--- src/rtl/nlfsr_feedback_selector_if.sv ---
// Bundle between the NLFSR feedback selector and its driver/NLFSR side.
// The master drives start/ena/state/flags. The slave (the selector) returns feedback, status and taps.
interface nlfsr_feedback_selector_if #(
  parameter int SIZE  = 16,
  parameter int TAP_W = $clog2(SIZE)
);
  logic             start;
  logic             ena;
  logic [SIZE-1:0]  state;
  logic             found;
  logic             failure;
  logic             feedback;
  logic             selector_done;
  logic             nlfsr_res;
  logic             busy;
  logic             all_done;
  logic             hit_valid;
  logic             hit;
  logic [TAP_W-1:0] tap_a;
  logic [TAP_W-1:0] tap_b;
  logic [TAP_W-1:0] tap_c;
  logic [TAP_W-1:0] tap_d;

  modport master (
    output start, ena, state, found, failure,
    input  feedback, selector_done, nlfsr_res, busy, all_done, hit_valid, hit,
           tap_a, tap_b, tap_c, tap_d
  );

  modport slave (
    input  start, ena, state, found, failure,
    output feedback, selector_done, nlfsr_res, busy, all_done, hit_valid, hit,
           tap_a, tap_b, tap_c, tap_d
  );
endinterface

--- src/rtl/nlfsr_feedback_selector.sv ---
// Sweeps NLFSR feedback candidates fb = s[a]^s[b]^(s[c]&s[d]) and reports one verdict per valid candidate.
// Optional macro STOP_ON_HIT_EN: the first full-period hit ends the sweep with taps/hit held.
module nlfsr_feedback_selector #(
  parameter int SIZE  = 16,
  parameter int TAP_W = $clog2(SIZE)
) (
  input  logic                       clk,
  input  logic                       res,
  nlfsr_feedback_selector_if.slave   bus
);

  localparam int CW = 4 * TAP_W;
  localparam logic [TAP_W:0] SIZE_LIM = (TAP_W + 1)'(SIZE);

  typedef enum logic [2:0] {IDLE, LOAD, RUN, NEXT, DONE} state_t;

  state_t                     state_reg, state_next;
  logic [CW-1:0]              cand_reg, cand_next;
  logic [3:0][TAP_W-1:0]      tap_reg, tap_next;
  logic                       hit_reg, hit_next;
  logic [3:0][TAP_W-1:0]      cand_tap;
  logic [3:0]                 tap_in_range;
  logic                       cand_valid;
  logic                       cand_last;
  logic                       verdict;
  logic                       nlfsr_res_int;

  // Element 0 is tap a (counter MSBs), element 3 is tap d (counter LSBs).
  genvar gi;
  generate
    for (gi = 0; gi < 4; gi++) begin : g_tap
      assign cand_tap[gi]     = cand_reg[CW-1-gi*TAP_W -: TAP_W];
      assign tap_in_range[gi] = {1'b0, cand_tap[gi]} < SIZE_LIM;
    end
  endgenerate

  assign cand_valid = (&tap_in_range) && (cand_tap[0] < cand_tap[1]) && (cand_tap[2] < cand_tap[3]);
  assign cand_last  = &cand_reg;
  assign verdict    = (state_reg == RUN) && bus.ena && (bus.found || bus.failure);

  always_ff @(posedge clk or negedge res) begin
    if (!res) begin
      state_reg <= IDLE;
      cand_reg  <= '0;
      tap_reg   <= '0;
      hit_reg   <= 1'b0;
    end else begin
      state_reg <= state_next;
      cand_reg  <= cand_next;
      tap_reg   <= tap_next;
      hit_reg   <= hit_next;
    end
  end

  always_comb begin
    state_next    = state_reg;
    cand_next     = cand_reg;
    tap_next      = tap_reg;
    hit_next      = hit_reg;
    nlfsr_res_int = 1'b0;
    unique case (state_reg)
      IDLE, DONE: begin
        if (bus.start) begin
          state_next = LOAD;
          cand_next  = '0;
        end
      end
      LOAD: begin
        if (cand_valid) begin
          tap_next      = cand_tap;
          nlfsr_res_int = 1'b1;
          state_next    = RUN;
        end else if (cand_last) begin
          state_next = DONE;
        end else begin
          cand_next = cand_reg + CW'(1);
        end
      end
      RUN: begin
        if (verdict) begin
          // found wins when both flags arrive together
          hit_next = bus.found;
`ifdef STOP_ON_HIT_EN
          state_next = bus.found ? DONE : NEXT;
`else
          state_next = NEXT;
`endif
        end
      end
      NEXT: begin
        if (cand_last) begin
          state_next = DONE;
        end else begin
          cand_next  = cand_reg + CW'(1);
          state_next = LOAD;
        end
      end
      default: state_next = IDLE;
    endcase
  end

  assign bus.feedback      = (state_reg == RUN) &&
                             ((bus.state[tap_reg[0]] ^ bus.state[tap_reg[1]]) ^
                              (bus.state[tap_reg[2]] & bus.state[tap_reg[3]]));
  assign bus.selector_done = (state_reg == RUN);
  assign bus.nlfsr_res     = nlfsr_res_int;
  assign bus.busy          = (state_reg == LOAD) || (state_reg == RUN) || (state_reg == NEXT);
  assign bus.all_done      = (state_reg == DONE);
  assign bus.hit_valid     = verdict;
  // The verdict is visible in its pulse cycle and held afterwards.
  assign bus.hit           = verdict ? bus.found : hit_reg;
  assign bus.tap_a         = tap_reg[0];
  assign bus.tap_b         = tap_reg[1];
  assign bus.tap_c         = tap_reg[2];
  assign bus.tap_d         = tap_reg[3];

endmodule

--- src/flat_wrapper.sv ---
// flat-port wrapper written by rule: the top's interface ports become plain ports
module nlfsr_feedback_selector_flat 
#(
  parameter int SIZE  = 16,
  parameter int TAP_W = $clog2(SIZE)
)
  (clk, res, bus_start, bus_ena, bus_state, bus_found, bus_failure, bus_feedback, bus_selector_done, bus_nlfsr_res, bus_busy, bus_all_done, bus_hit_valid, bus_hit, bus_tap_a, bus_tap_b, bus_tap_c, bus_tap_d);
  nlfsr_feedback_selector_if #(.SIZE(SIZE), .TAP_W(TAP_W)) bus_i ();
  input  logic clk;
  input  logic res;
  input wire logic [$bits(bus_i.start)-1:0] bus_start;
  input wire logic [$bits(bus_i.ena)-1:0] bus_ena;
  input wire logic [$bits(bus_i.state)-1:0] bus_state;
  input wire logic [$bits(bus_i.found)-1:0] bus_found;
  input wire logic [$bits(bus_i.failure)-1:0] bus_failure;
  output wire logic [$bits(bus_i.feedback)-1:0] bus_feedback;
  output wire logic [$bits(bus_i.selector_done)-1:0] bus_selector_done;
  output wire logic [$bits(bus_i.nlfsr_res)-1:0] bus_nlfsr_res;
  output wire logic [$bits(bus_i.busy)-1:0] bus_busy;
  output wire logic [$bits(bus_i.all_done)-1:0] bus_all_done;
  output wire logic [$bits(bus_i.hit_valid)-1:0] bus_hit_valid;
  output wire logic [$bits(bus_i.hit)-1:0] bus_hit;
  output wire logic [$bits(bus_i.tap_a)-1:0] bus_tap_a;
  output wire logic [$bits(bus_i.tap_b)-1:0] bus_tap_b;
  output wire logic [$bits(bus_i.tap_c)-1:0] bus_tap_c;
  output wire logic [$bits(bus_i.tap_d)-1:0] bus_tap_d;
  assign bus_i.start = bus_start;
  assign bus_i.ena = bus_ena;
  assign bus_i.state = bus_state;
  assign bus_i.found = bus_found;
  assign bus_i.failure = bus_failure;
  assign bus_feedback = bus_i.feedback;
  assign bus_selector_done = bus_i.selector_done;
  assign bus_nlfsr_res = bus_i.nlfsr_res;
  assign bus_busy = bus_i.busy;
  assign bus_all_done = bus_i.all_done;
  assign bus_hit_valid = bus_i.hit_valid;
  assign bus_hit = bus_i.hit;
  assign bus_tap_a = bus_i.tap_a;
  assign bus_tap_b = bus_i.tap_b;
  assign bus_tap_c = bus_i.tap_c;
  assign bus_tap_d = bus_i.tap_d;
  nlfsr_feedback_selector #(.SIZE(SIZE), .TAP_W(TAP_W)) u_core (.clk(clk), .res(res), .bus(bus_i));
endmodule
--- config.mk ---
export PLATFORM = sky130hd
export DESIGN_NAME = nlfsr_feedback_selector_flat
export DESIGN_NICKNAME = d
export VERILOG_FILES = /design/src/rtl/nlfsr_feedback_selector_if.sv /design/src/rtl/nlfsr_feedback_selector.sv /design/src/flat_wrapper.sv
export SDC_FILE = /design/constraint.sdc
export NUM_CORES = 1
export LEC_CHECK = 0
export ABC_AREA = 1
export CAP_MARGIN = 40
export CORE_UTILIZATION = 42
export CTS_CLUSTER_DIAMETER = 60
export DETAILED_ROUTE_END_ITERATION = 8
export GPL_TIMING_DRIVEN = 0
export HOLD_SLACK_MARGIN = 0.02
export MAX_ROUTING_LAYER = met4
export PLACE_DENSITY_LB_ADDON = 0.25
export SYNTH_ARGS = -nofsm -noshare
export SYNTH_HDL_FRONTEND = slang
export SYNTH_SLANG_ARGS = --single-unit
--- constraint.sdc ---
create_clock -name clk -period 2.19 [get_ports clk]
set_clock_uncertainty 0.15 [all_clocks]
set_input_delay 0.219 -clock clk [delete_from_list [all_inputs] [get_ports clk]]
set_output_delay 0.219 -clock clk [all_outputs]
set_load 0.005 [all_outputs]
==> flow_metrics.py, run 1 <==
metrics = {
    "status": {
        "outcome": "finished clean",
    },
    "layout": {
        "nets": 526,
        "final_common_cell": "nand2_1",
        "final_cell_mix": "nand2_1, nand3_1, inv_1",
        "fin_cells": 574,
        "utilization_pct": 59.2,
        "drive_above_1_share_pct": 20.3,
        "fillerInstances": 600,
        "fin_area_um2": 3740,
        "area_growth_pct": 36.7,
        "largest_register_ff_count": 16,
        "antenna_cells": 0,
    },
    "logic_synthesis": {
        "synth-seq-area-share_pct": 33.0,
        "synthDistinctLibCells": 30,
        "syn_inst": 422,
        "synthTopCellsByArea": "dfrtp_1, nand2_1, nand3_1",
        "syn_area_per_cell_um2": 6.48,
        "mappedNetlistArea_um2": 2730,
        "synth_top_area_cell": "dfrtp_1",
        "ys_seq_elements": 36,
        "synth_top_area_share_pct": 33.0,
        "syn_nets": 451,
        "synth_warnings": 0,
    },
    "cts": {
        "cts_tree": "built",
        "clock_latency_ps": 290,
        "cts_buffer_depth": 2,
        "cts_root_buffer": "clkbuf_8",
        "cts_htree_levels": 2,
        "clk_pin_slew_ps": 70,
        "numCtsBuffers": 5,
        "cts_num_sinks": 36,
    },
    "global_routing": {
        "grt_pass1_wl_um": 12500,
        "antenna_found_initial": 0,
        "grt_usage_pct": 24.9,
        "grt_pass1_vias": 2686,
        "grt_max_degree": 37,
        "gr-total-overflow": 0,
    },
    "routing": {
        "postRouteAntennaNets": 0,
        "drc": 0,
        "drt_first_pass_iters": 6,
        "vias": 2961,
        "vias_per_cell": 5.16,
        "wl_per_cell_um": 13.5,
        "drt_iter0_markers": 133,
        "wl_um": 7730,
    },
    "die": {
        "rows": 29,
        "boundaryPins": 45,
        "fp.dieW_um": 82.7,
        "coreArea_um2": 6310,
        "die-area_um2": 6830,
        "initial_core_util_pct": 43.3,
        "die_h_um": 82.7,
    },
    "power_and_ir_drop": {
        "internal_power_mw": 2.03,
        "p_seq_share_pct": 29.0,
        "netSwitchingPower_mw": 1.54,
        "irDropWorstVdd_mv": 0.550,
        "p_sw_share_pct": 43.1,
        "comb_power_share_pct": 56.7,
        "power.leakage_nw": 1.77,
        "powerDensity_nw_per_um2": 954,
        "p_clk_share_pct": 14.3,
    },
    "critical_path": {
        "r2r_slack_ps": 110,
        "critPathArrivalTime_ps": 1720,
        "critical_path_class": "register to primary output",
        "crit_fanout": 5,
        "cp_slowest_cell": "dfrtp_1",
        "crit_chain": "inv_2 > ha_1 > o21ai_0 > nand2_1 > nand3_2 > nand4_4 > buf_8 > inv_4 > buf_2",
        "r2r_start": "u_core.cand_reg[5]",
        "crit_path_end": "bus_nlfsr_res",
        "worst-path-stages": 9,
        "path_buf_inv": 4,
        "worst_r2r_endpoint": "u_core.cand_reg[12]",
        "cp-startpoint": "u_core.cand_reg[9]",
        "cp-end-kind": "primary output",
        "critical-path-top-delay-family": "buffers and inverters",
        "worstPathRequired_ps": 1820,
        "start_kind": "register",
        "r2r_cells": 11,
        "max_stage_delay_ps": 390,
    },
    "timing": {
        "rsz0062_at_grt": "true",
        "hold_viol": 0,
        "worst_slew_pin_slew_ps": 778,
        "slew_violations": 0,
        "setup_viol": 0,
        "whs_ps": 330,
        "max-slew-margin-rel_pct": 48.1,
        "fmax_mhz": 480,
        "finalWorstSetupSlack_ps": 105,
        "timing.final.crit_share_pct": 95.2,
        "min_period_ps": 2080,
    },
    "placed_design": {
        "gp_congestion": 0.910,
        "port_buffers": 44,
        "dp_hpwl_um": 5650,
        "dp.cells": 543,
        "dpl_cell_area_um2": 3260,
        "pre_cts_ws_ps": -416,
    },
    "job": {
        "max_cap_viol_count": 0,
    },
    "worst_hold_path": {
        "hold_path_class": "register to register",
    },
}
cell type report:
cell class                      count  area (um^2)  area share [%]
Buffer                              8         81.3            2.18
Clock buffer                        7         96.3            2.58
Inverter                           57          233            6.23
Multi-Input combinational cell    318         1680            44.9
Sequential cell                    36          908            24.3
Tap cell                           77         96.3            2.58
Timing Repair Buffer               71          644            17.2
how the worst min path moves through the flow:
stage	startpoint	to	slack, ps	depth (start not counted)
floorplan	res	u_core.bus.tap_a[0]	-230	0
global placement	u_core.hit_reg	u_core.hit_reg	340	2
detailed placement	res	u_core.bus.tap_a[2]	210	1
CTS	u_core.hit_reg	u_core.hit_reg	330	2
global route	u_core.hit_reg	u_core.hit_reg	370	2
finish	u_core.hit_reg	u_core.hit_reg	330	2
Yosys cell counts:
master    instances
or2_2             1
ha_1              7
a31oi_1           1
clkbuf_1          5
buf_6             1
o21ai_1           5
nand4_1           1
nand3_1          66
nand2_2           3
nor2_4            1
nor2_2            1
inv_2             4
nand2_1         145
inv_1            53
nand4_2           2
xor2_1           10
buf_12            1
and2_1            1
o22ai_1           1
clkbuf_2          1
nor3_2            2
o21ai_2           5
o21ai_0          29
nor2_1           23
nor3_4            1
dfrtp_1          36
a21oi_1           7
buf_2             3
nor3_1            5
xnor2_1           1
worst register-to-register path, delay by kind of cell, from the launching register on:
kind                   cells  cell delay [ps]
AO/OA/AOI/OAI              1               60
buffers and inverters      4              510
flip-flops                 1              470
AND/OR/NAND/NOR            6              770
metal layers:
metal	vias to the layer above	wire (um)	track usage [%]	part of all wire (%)
met1	1345	3230	29.3	42
met2	97	3890	43.6	50
met3	14	469	3.63	6.1
li1	1505	-	-	-
met5	-	0	-	0
met4	0	141	8.10	1.8
through the flow:
stage	power (mW)	setup TNS, ps
finish	3.57	0
global route	3.89	-293
CTS	3.46	0
detailed placement	2.74	-837
global placement	2.71	-3380
floorplan	2.12	0
power groups by stage:
| stage | sequential [mW] | clock [mW] | combinational (mW) |
|---|---|---|---|
| 6_report | 1.03 | 0.509 | 2.02 |
| 3_5_place_dp | 0.992 | 0 | 1.75 |
| 5_1_grt | 1.06 | 0.555 | 2.27 |
| 4_1_cts | 1.02 | 0.523 | 1.92 |
| 2_1_floorplan | 0.964 | 0 | 1.15 |
| 3_3_place_gp | 0.989 | 0 | 1.72 |
logic make-up (layout without fill, tap and decap cells):
group / after synthesis / count (layout) / share of synthesized area (%)
buf+inv: 68 / 143 / 10.4
simple gates: 252 / 252 / 40.3
compound gates: 48 / 48 / 9.57
xor+xnor: 11 / 11 / 3.53
fa+ha+maj: 7 / 7 / 3.20
flops: 36 / 36 / 33.0
what timing repair did:
| action | CTS | global route |
|---|---|---|
| gates cloned | 0 | 1 |
| resized for setup | 47 | 25 |
| pin swaps | 6 | 4 |
| hold endpoints to repair | 36 | 0 |
| hold buffers | 1 | 0 |
| setup buffers | 14 | 11 |
| endpoints found under the setup margin | 11 | 20 |
No activity file was read; power rests on OpenSTA's default activity.
==> run 2, diff against run 1 <==
--- a/config.mk
+++ b/config.mk
@@ -14,6 +14,7 @@
 export HOLD_SLACK_MARGIN = 0.02
 export MAX_ROUTING_LAYER = met4
 export PLACE_DENSITY_LB_ADDON = 0.25
+export SLEW_MARGIN = 20
 export SYNTH_ARGS = -nofsm -noshare
 export SYNTH_HDL_FRONTEND = slang
 export SYNTH_SLANG_ARGS = --single-unit
==> flow_metrics.py, run 2 (synthesis results as in run 1) <==
metrics = {
    "critical_path": {
        "crit_fanout": 5,
        "r2r_cells": 12,
        "critical_path_class": "register to primary output",
        "cp-end-kind": "primary output",
        "r2r_start": "u_core.cand_reg[2]",
        "worstPathRequired_ps": 1820,
        "r2r_slack_ps": 100,
        "start_kind": "register",
        "worst_r2r_endpoint": "u_core.cand_reg[9]",
        "critPathArrivalTime_ps": 1750,
    },
    "die": {
        "die_h_um": 82.7,
        "rows": 29,
        "initial_core_util_pct": 43.3,
        "die-area_um2": 6830,
        "fp.dieW_um": 82.7,
        "coreArea_um2": 6310,
        "boundaryPins": 45,
    },
    "placed_design": {
        "gp_congestion": 0.910,
        "dp_hpwl_um": 5720,
        "port_buffers": 44,
        "pre_cts_ws_ps": -413,
    },
    "global_routing": {
        "antenna_found_initial": 0,
        "grt_max_degree": 22,
        "grt_pass1_wl_um": 12700,
        "grt_usage_pct": 25.3,
        "grt_pass1_vias": 2781,
        "gr-total-overflow": 0,
    },
    "layout": {
        "antenna_cells": 0,
        "final_cell_mix": "nand2_1, nand3_1, inv_1",
        "nets": 535,
        "final_common_cell": "nand2_1",
        "area_growth_pct": 39.1,
        "utilization_pct": 60.2,
        "drive_above_1_share_pct": 20.9,
        "largest_register_ff_count": 16,
    },
    "timing": {
        "max-slew-margin-rel_pct": 71.6,
        "rsz0062_at_grt": "true",
        "slew_violations": 0,
        "timing.final.crit_share_pct": 96.9,
        "whs_ps": 221,
        "min_period_ps": 2120,
        "worst_slew_pin_slew_ps": 423,
        "tns_ps": 0,
        "hold_viol": 0,
        "setup_viol": 0,
        "fmax_mhz": 471,
        "finalWorstSetupSlack_ps": 67.3,
    },
    "job": {
        "max_cap_viol_count": 0,
    },
    "routing": {
        "wl_per_cell_um": 13.6,
        "drc": 0,
        "drt_iter0_markers": 125,
        "vias_per_cell": 5.12,
        "wl_um": 7940,
        "drt_first_pass_iters": 4,
        "postRouteAntennaNets": 0,
        "vias": 2990,
    },
    "status": {
        "outcome": "finished clean",
    },
    "power_and_ir_drop": {
        "irDropWorstVdd_mv": 0.534,
        "powerDensity_nw_per_um2": 962,
        "power.leakage_nw": 1.82,
        "power.total_mw": 3.65,
    },
    "cts": {
        "clk_pin_slew_ps": 70,
        "cts_htree_levels": 2,
        "cts_root_buffer": "clkbuf_8",
        "clock_latency_ps": 290,
        "numCtsBuffers": 5,
        "cts_tree": "built",
        "cts_buffer_depth": 2,
        "cts_num_sinks": 36,
    },
    "worst_hold_path": {
        "hold_path_class": "input pin to async pin",
    },
}
[run 2: cell types whose count changed in the layout (fill, tap and decap cells not counted), moves of 2 or more]
cell,delta
buf_4,+7
clkbuf_8,-2
dfrtp_1,+2
dfrtp_2,-2
o21ai_0,+2
o21ai_1,-2
[run 2: critical path, stage by stage, from the launching register on]
cell	delay, ps
dfrtp_1	460
nand2_1	140
nor2_4	130
buf_4	130
buf_4	110
clkdlybuf4s50_1	490
[run 2: cell type report]
cell class,instances,area [um^2]
fill,585,2510
multi-input combinational,318,1660
timing repair buffer,79,726
clock buffer,6,72.6
sequential,36,906
tap,77,96.3
clock inverter,2,35.0
inverter,57,226
buffer,9,82.6
[run 2: where the power goes]
| group | total (mW) | switching (mW) | internal, mW |
|---|---|---|---|
| registers | 1.02 | 0.195 | 0.822 |
| logic | 2.06 | 1.11 | 0.949 |
| clock network | 0.580 | 0.243 | 0.338 |
| total | 3.65 | 1.55 | 2.11 |
[run 2: timing repair]
| item | CTS | global route |
|---|---|---|
| setup buffers | 21 | 11 |
| pin swaps | 7 | 3 |
| cloned | 1 | 0 |
| hold buffers | 1 | 0 |
| setup endpoints to repair | 11 | 19 |
| hold endpoints to repair | 36 | 0 |
| gates resized for setup | 42 | 20 |
[run 2: worst max-delay path by stage]
stage	slack (ps)	to	start
global route	-30	bus_feedback	u_core.bus.tap_c[0]
global placement	-380	bus_nlfsr_res	u_core.cand_reg[3]
CTS	7	bus_nlfsr_res	u_core.cand_reg[11]
detailed placement	-410	bus_nlfsr_res	u_core.cand_reg[3]
finish	70	bus_selector_done	u_core.state_reg[1]
floorplan	240	u_core.cand_reg[9]	u_core.cand_reg[3]
[run 2: per-stage QoR]
stage / cell area, um^2 / std cells
2_1_floorplan: 2730 / 422
3_3_place_gp: 3270 / 543
3_5_place_dp: 3290 / 544
4_1_cts: 3660 / 573
5_1_grt: 3800 / 584
6_report: 3800 / 584
[run 2: per-layer routing]
| metal | part of all wire [%] | track usage (%) | vias to the layer above |
|---|---|---|---|
| met4 | 2.3 | 8.79 | 0 |
| met2 | 49 | 43.7 | 94 |
| met3 | 5.0 | 4.18 | 22 |
| met5 | 0 | - | - |
| met1 | 43 | 29.6 | 1343 |
| li1 | - | - | 1531 |
==> RTL edit 1 (flow settings as in run 1) <==
`SIZE` is set to 16 in 3 places; all go to 64.
--- a/src/rtl/nlfsr_feedback_selector_if.sv
+++ b/src/rtl/nlfsr_feedback_selector_if.sv
@@ -1,7 +1,7 @@
 // Bundle between the NLFSR feedback selector and its driver/NLFSR side.
 // The master drives start/ena/state/flags. The slave (the selector) returns feedback, status and taps.
 interface nlfsr_feedback_selector_if #(
-  parameter int SIZE  = 16,
+  parameter int SIZE  = 64,
   parameter int TAP_W = $clog2(SIZE)
 );
   logic             start;
--- a/src/rtl/nlfsr_feedback_selector.sv
+++ b/src/rtl/nlfsr_feedback_selector.sv
@@ -1,7 +1,7 @@
 // Sweeps NLFSR feedback candidates fb = s[a]^s[b]^(s[c]&s[d]) and reports one verdict per valid candidate.
 // Optional macro STOP_ON_HIT_EN: the first full-period hit ends the sweep with taps/hit held.
 module nlfsr_feedback_selector #(
-  parameter int SIZE  = 16,
+  parameter int SIZE  = 64,
   parameter int TAP_W = $clog2(SIZE)
 ) (
   input  logic                       clk,
--- a/src/flat_wrapper.sv
+++ b/src/flat_wrapper.sv
@@ -1,7 +1,7 @@
 // flat-port wrapper written by rule: the top's interface ports become plain ports
 module nlfsr_feedback_selector_flat 
 #(
-  parameter int SIZE  = 16,
+  parameter int SIZE  = 64,
   parameter int TAP_W = $clog2(SIZE)
 )
   (clk, res, bus_start, bus_ena, bus_state, bus_found, bus_failure, bus_feedback, bus_selector_done, bus_nlfsr_res, bus_busy, bus_all_done, bus_hit_valid, bus_hit, bus_tap_a, bus_tap_b, bus_tap_c, bus_tap_d);
Interface: changed (5 resized); port bits go from 45 to 101. No check against the original RTL was run, so the function may have changed too.
==> RTL edit 1 against run 1 <==
  * The flow now finishes with violations (negative setup slack)
  * Sequential cell count is 16 higher
  * Area after synthesis increased by 100%
  * Power up 110%
  * Worst setup slack got worse by 0.45 ns
  * Synthesized cell count is 120% higher
  * Count of clock-buffer cells in the layout down 1
  * Wire length increased to 3.4 times the old value
  * Cell area increased by 120%
  * Largest cell class unchanged
==> RTL edit 1: results (changes against run 1) <==
outcome=finished, violations left (was finished, final reports clean); failing checks=negative setup slack; via count of the first global-routing pass=6,770 (was 2,686); layout cells sized above 1=22.97% (was 20.32%); Vias per Instance=5.975 (was 5.159); drt first pass iters=6 (unchanged); worst-case clock buffer depth=2 (unchanged); slowest CP cell=dfrtp_1 (unchanged); ranking of synthesized cells by area=nand2_1, dfrtp_1, nand3_1 (was dfrtp_1, nand2_1, nand3_1); via count=7,636 (was 2,961); H-tree levels=2 (unchanged); peak fanout along the critical path=10 (was 5); nets=1,186 (was 526); post-synthesis mux area share=0% (unchanged); top cells by count, synth=nand2_1, nand3_1, dfrtp_1, inv_1, buf_2 (was nand2_1, nand3_1, inv_1); first-pass GRT wire length=38.42 mm (was 12.48 mm); Overall Global Routing Usage=39.01% (was 24.94%); Post-synth EDFFs=0 (unchanged); clock root buffer=clkbuf_16 (was clkbuf_8); P_int=3.769 mW (was 2.030 mW); setup slack on the worst flop-to-flop path=-0.10 ns (was 0.11 ns); Mapped Nets=1,029 (was 451); GP Congestion=1.015 (was 0.9098); Async SR Flop Fraction=100.0% (unchanged); Top delay family on crit path=simple AND/OR/NAND/NOR gates (was buffers and inverters); DRT iter0 DRCs=731 (was 133); Adder-Cell Fraction of Synth Area=2.481% (was 3.205%); Cell variety after synth=37 (was 30); Pleak=3.866 nW (was 1.766 nW); max_slew headroom=51.78% (was 48.13%); Compound-Gate Fraction of Synth Area=7.510% (was 9.570%); initial antenna violation count=0 (unchanged); # setup viols final=18 (was 0); Clock Latency Late Sink=0.30 ns; sequential area share after synthesis=23.46% (was 32.97%); Routed WL=26.64 mm (was 7.730 mm); Data arrival, critical path=2.16 ns (was 1.72 ns); Worst-path clk slew=0.07 ns (about the same); largest net degree at the start of global routing=30 (was 37); min-delay worst type=reg -> reg (unchanged); post-place setup slack=-0.6680 ns (was -0.4159 ns); dpl cell area=6787 um^2 (was 3264 um^2); Worst Setup Slack, final=-0.3435 ns (was 0.1054 ns); diode count=0 (unchanged); post-synthesis xor/xnor area fraction=2.526% (was 3.526%); Port Buffer Count=100 (was 44); Peak VDD IR=0.9441 mV (was 0.5495 mV); Synth Instances=948 (was 422); CTS Buf Count=5 (unchanged); post-DP HPWL=17.68 mm (was 5.646 mm); max FFs per register=24 (was 16)
## RTL edit 1: logic make-up after synthesis
kind of cell    Yosys count
buf+inv                 117
compound gates           68
flops                    52
fa+ha+maj                11
xor+xnor                 16
simple gates            684
## RTL edit 1: through the flow
stage	setup TNS (ns)	power, mW	hold slack, ns	util (%)
2_1_floorplan	0	3.563	-0.2266	-
3_3_place_gp	-54.21	4.824	0.3407	52.95
3_5_place_dp	-13.59	4.857	0.1511	53.13
4_1_cts	-0.3650	6.481	0.3373	59.68
5_1_grt	-4.158	7.705	0.3671	64.75
6_report	-1.202	7.320	0.3324	64.75
## RTL edit 1: final cells by class
type	instances	area, um^2
fillers	1112	4503
multi-input cells	779	4230
repair buffers	155	1553
flip-flops and latches	52	1310
plain buffers	50	514.2
inverters	62	294.0
well taps	172	215.2
clock buffers	6	138.9
clock inverters	2	15.01
## RTL edit 1: layer usage
layer	vias to the layer above	routed length, um	GRT usage (%)	part of all wire (%)
li1	3461	-	-	-
met1	3489	9872	46.89	37
met2	536	12100	62.05	45
met3	150	2814	7.106	11
met4	0	1855	21.27	7.0
met5	-	0	-	0
## RTL edit 1: tightest hold or removal path, delay by kind of cell, from the launching register on
| family | cells | cell delay [ns] |
|---|---|---|
| AO/OA/AOI/OAI | 1 | 0.06 |
| flip-flops | 1 | 0.34 |
| AND/OR/NAND/NOR | 1 | 0.05 |
## RTL edit 1: worst paths after layout
path / from / to / cells after the start
max in group asynchronous: res / u_core.bus.tap_c[2] / 3
max reg2reg: u_core.cand_reg[3] / u_core.cand_reg[8] / 13
min reg2reg: u_core.hit_reg / u_core.hit_reg / 2
min in group asynchronous: res / u_core.bus.tap_a[2] / 2
min: u_core.hit_reg / u_core.hit_reg / 2
max: u_core.bus.tap_d[1] / bus_feedback / 14
## RTL edit 1: power by group through the flow
stage | clock [mW] | combinational (mW) | sequential (mW)
2_1_floorplan | 0 | 2.32 | 1.24
3_3_place_gp | 0 | 3.54 | 1.28
3_5_place_dp | 0 | 3.57 | 1.29
4_1_cts | 0.829 | 4.30 | 1.35
5_1_grt | 0.865 | 5.45 | 1.38
6_report | 0.830 | 5.12 | 1.37
## RTL edit 1: repair_timing
item,in CTS,in global routing
pin swaps,22,19
setup endpoints to repair,57,49
endpoints found under the hold margin,28,0
resized for setup,156,126
setup buffers,27,15
gates cloned,6,5
hold buffers,1,0
==> RTL edit 2 (flow settings as in run 1) <==
Made on the original files. Re-encode `state_t` (5 states) as Gray code, 3 bits wide.
--- a/src/rtl/nlfsr_feedback_selector.sv
+++ b/src/rtl/nlfsr_feedback_selector.sv
@@ -12,7 +12,7 @@
   localparam int CW = 4 * TAP_W;
   localparam logic [TAP_W:0] SIZE_LIM = (TAP_W + 1)'(SIZE);
 
-  typedef enum logic [2:0] {IDLE, LOAD, RUN, NEXT, DONE} state_t;
+  typedef enum logic [2:0] {IDLE = 3'b000, LOAD = 3'b001, RUN = 3'b011, NEXT = 3'b010, DONE = 3'b110} state_t;
 
   state_t                     state_reg, state_next;
   logic [CW-1:0]              cand_reg, cand_next;
Formal check against the unedited RTL: no difference found for any inputs over 10 cycles, from zero or initial values; not proved beyond that.
==> RTL edit 2 against run 1 <==
  * The flow now finishes with violations (design-rule violations)
  * Wire length rose by 3.2%
  * Worst setup slack lost 0.0022 ns
  * Area after synthesis increased by 5.4%
  * Sequential share of layout area down 0.27 points
  * Cell area increased by 1.3%
  * Sequential cell count did not move
Power is not compared: it rests on default switching activity, and its combinational part moved more than twofold at a synthesized area within 25%.
==> RTL edit 2: results (changes against run 1) <==
outcome=finished, violations left (was finished, final reports clean); failing checks=design-rule violations; Overall Global Routing Usage=23.57% (was 24.94%); sequential area share after synthesis=31.28% (was 32.97%); GP Congestion=0.8881 (was 0.9098); via count of the first global-routing pass=2,882 (was 2,686); dpl cell area=3412 um^2 (was 3264 um^2); nets=541 (was 526); CP Launch Point=u_core.cand_reg[3] (was u_core.cand_reg[9]); fin cells=590 (was 574); post-DP HPWL=5.903 mm (was 5.646 mm); first-pass GRT wire length=13.23 mm (was 12.48 mm); top cells by count, synth=nand2_1, nand3_1, inv_1 (unchanged); peak fanout along the critical path=10 (was 5); placed cell count=564 (was 543); Mapped Nets=472 (was 451); DRC violations left=7 (was 0); max_slew headroom=48.45% (was 48.13%); drt first pass iters=7 (was 6); Reg-to-Reg Start=u_core.cand_reg[3] (was u_core.cand_reg[5]); post-CTS resize count=40 (was 47); ranking of synthesized cells by area=dfrtp_1, nand2_1, nand3_1 (unchanged); syn_area_per_cell=6.502 um^2 (was 6.475 um^2); hold path start=u_core.cand_reg[10] (was u_core.hit_reg); post-synthesis xor/xnor area fraction=0.9123% (was 3.526%); Compound-Gate Fraction of Synth Area=10.69% (was 9.570%); worst r2r path cells=10 (was 11); Post-CTS Setup Bufs=12 (was 14)
RTL edit 2: changes by cell type after synthesis, moves of 3 or more:
cell,delta
buf_2,+3
nand2_2,+4
or2_2,+5
o21ai_2,+9
nand2_1,+4
nand4_1,+4
nand3_1,+10
o21ai_0,-5
xor2_1,-7
nor2_1,-4
RTL edit 2: logic make-up after synthesis:
group | count (synthesis)
AO/OA/AOI/OAI | 50
XOR/XNOR | 3
adder cells (fa/ha/maj) | 7
AND/OR/NAND/NOR | 276
flip-flops | 36
buffers and inverters | 71
RTL edit 2: final cells by class:
class | count | area, um^2
Fill cell | 636 | 2711
Multi-Input combinational cell | 336 | 1767
Sequential cell | 36 | 909.6
Timing Repair Buffer | 62 | 564.3
Inverter | 59 | 241.5
Buffer | 12 | 115.1
Tap cell | 77 | 96.34
Clock buffer | 8 | 90.09
RTL edit 2: routing by layer:
metal	global-route usage (%)	share of wire [%]	vias up
li1	-	-	1567
met1	29.89	44	1452
met2	40.06	49	93
met3	3.113	5.8	11
met4	5.855	1.2	0
met5	-	0	-
RTL edit 2: critical path: stages, from the launching register on:
cell and delay [ns]:
dfrtp_1 0.40, inv_2 0.10, ha_4 0.22, a21oi_4 0.13, and2_4 0.16, nand4_2 0.09
inv_2 0.08, buf_6 0.12, clkbuf_2 0.12
RTL edit 2: power by group:
group          switching (mW)  internal [mW]
logic                  0.0641         0.0566
registers            0.000543          0.666
clock network           0.224          0.256
RTL edit 2: metrics by stage:
step                setup slack (ns)  hold WS [ns]  total power [mW]
floorplan                     0.2285       -0.2266            0.7215
global placement             -0.4257        0.3477            0.7943
detailed placement           -0.4483        0.1950            0.7944
CTS                         0.004619        0.3283             1.280
global route                -0.02229        0.4056             1.327
finish                        0.1032        0.3921             1.267
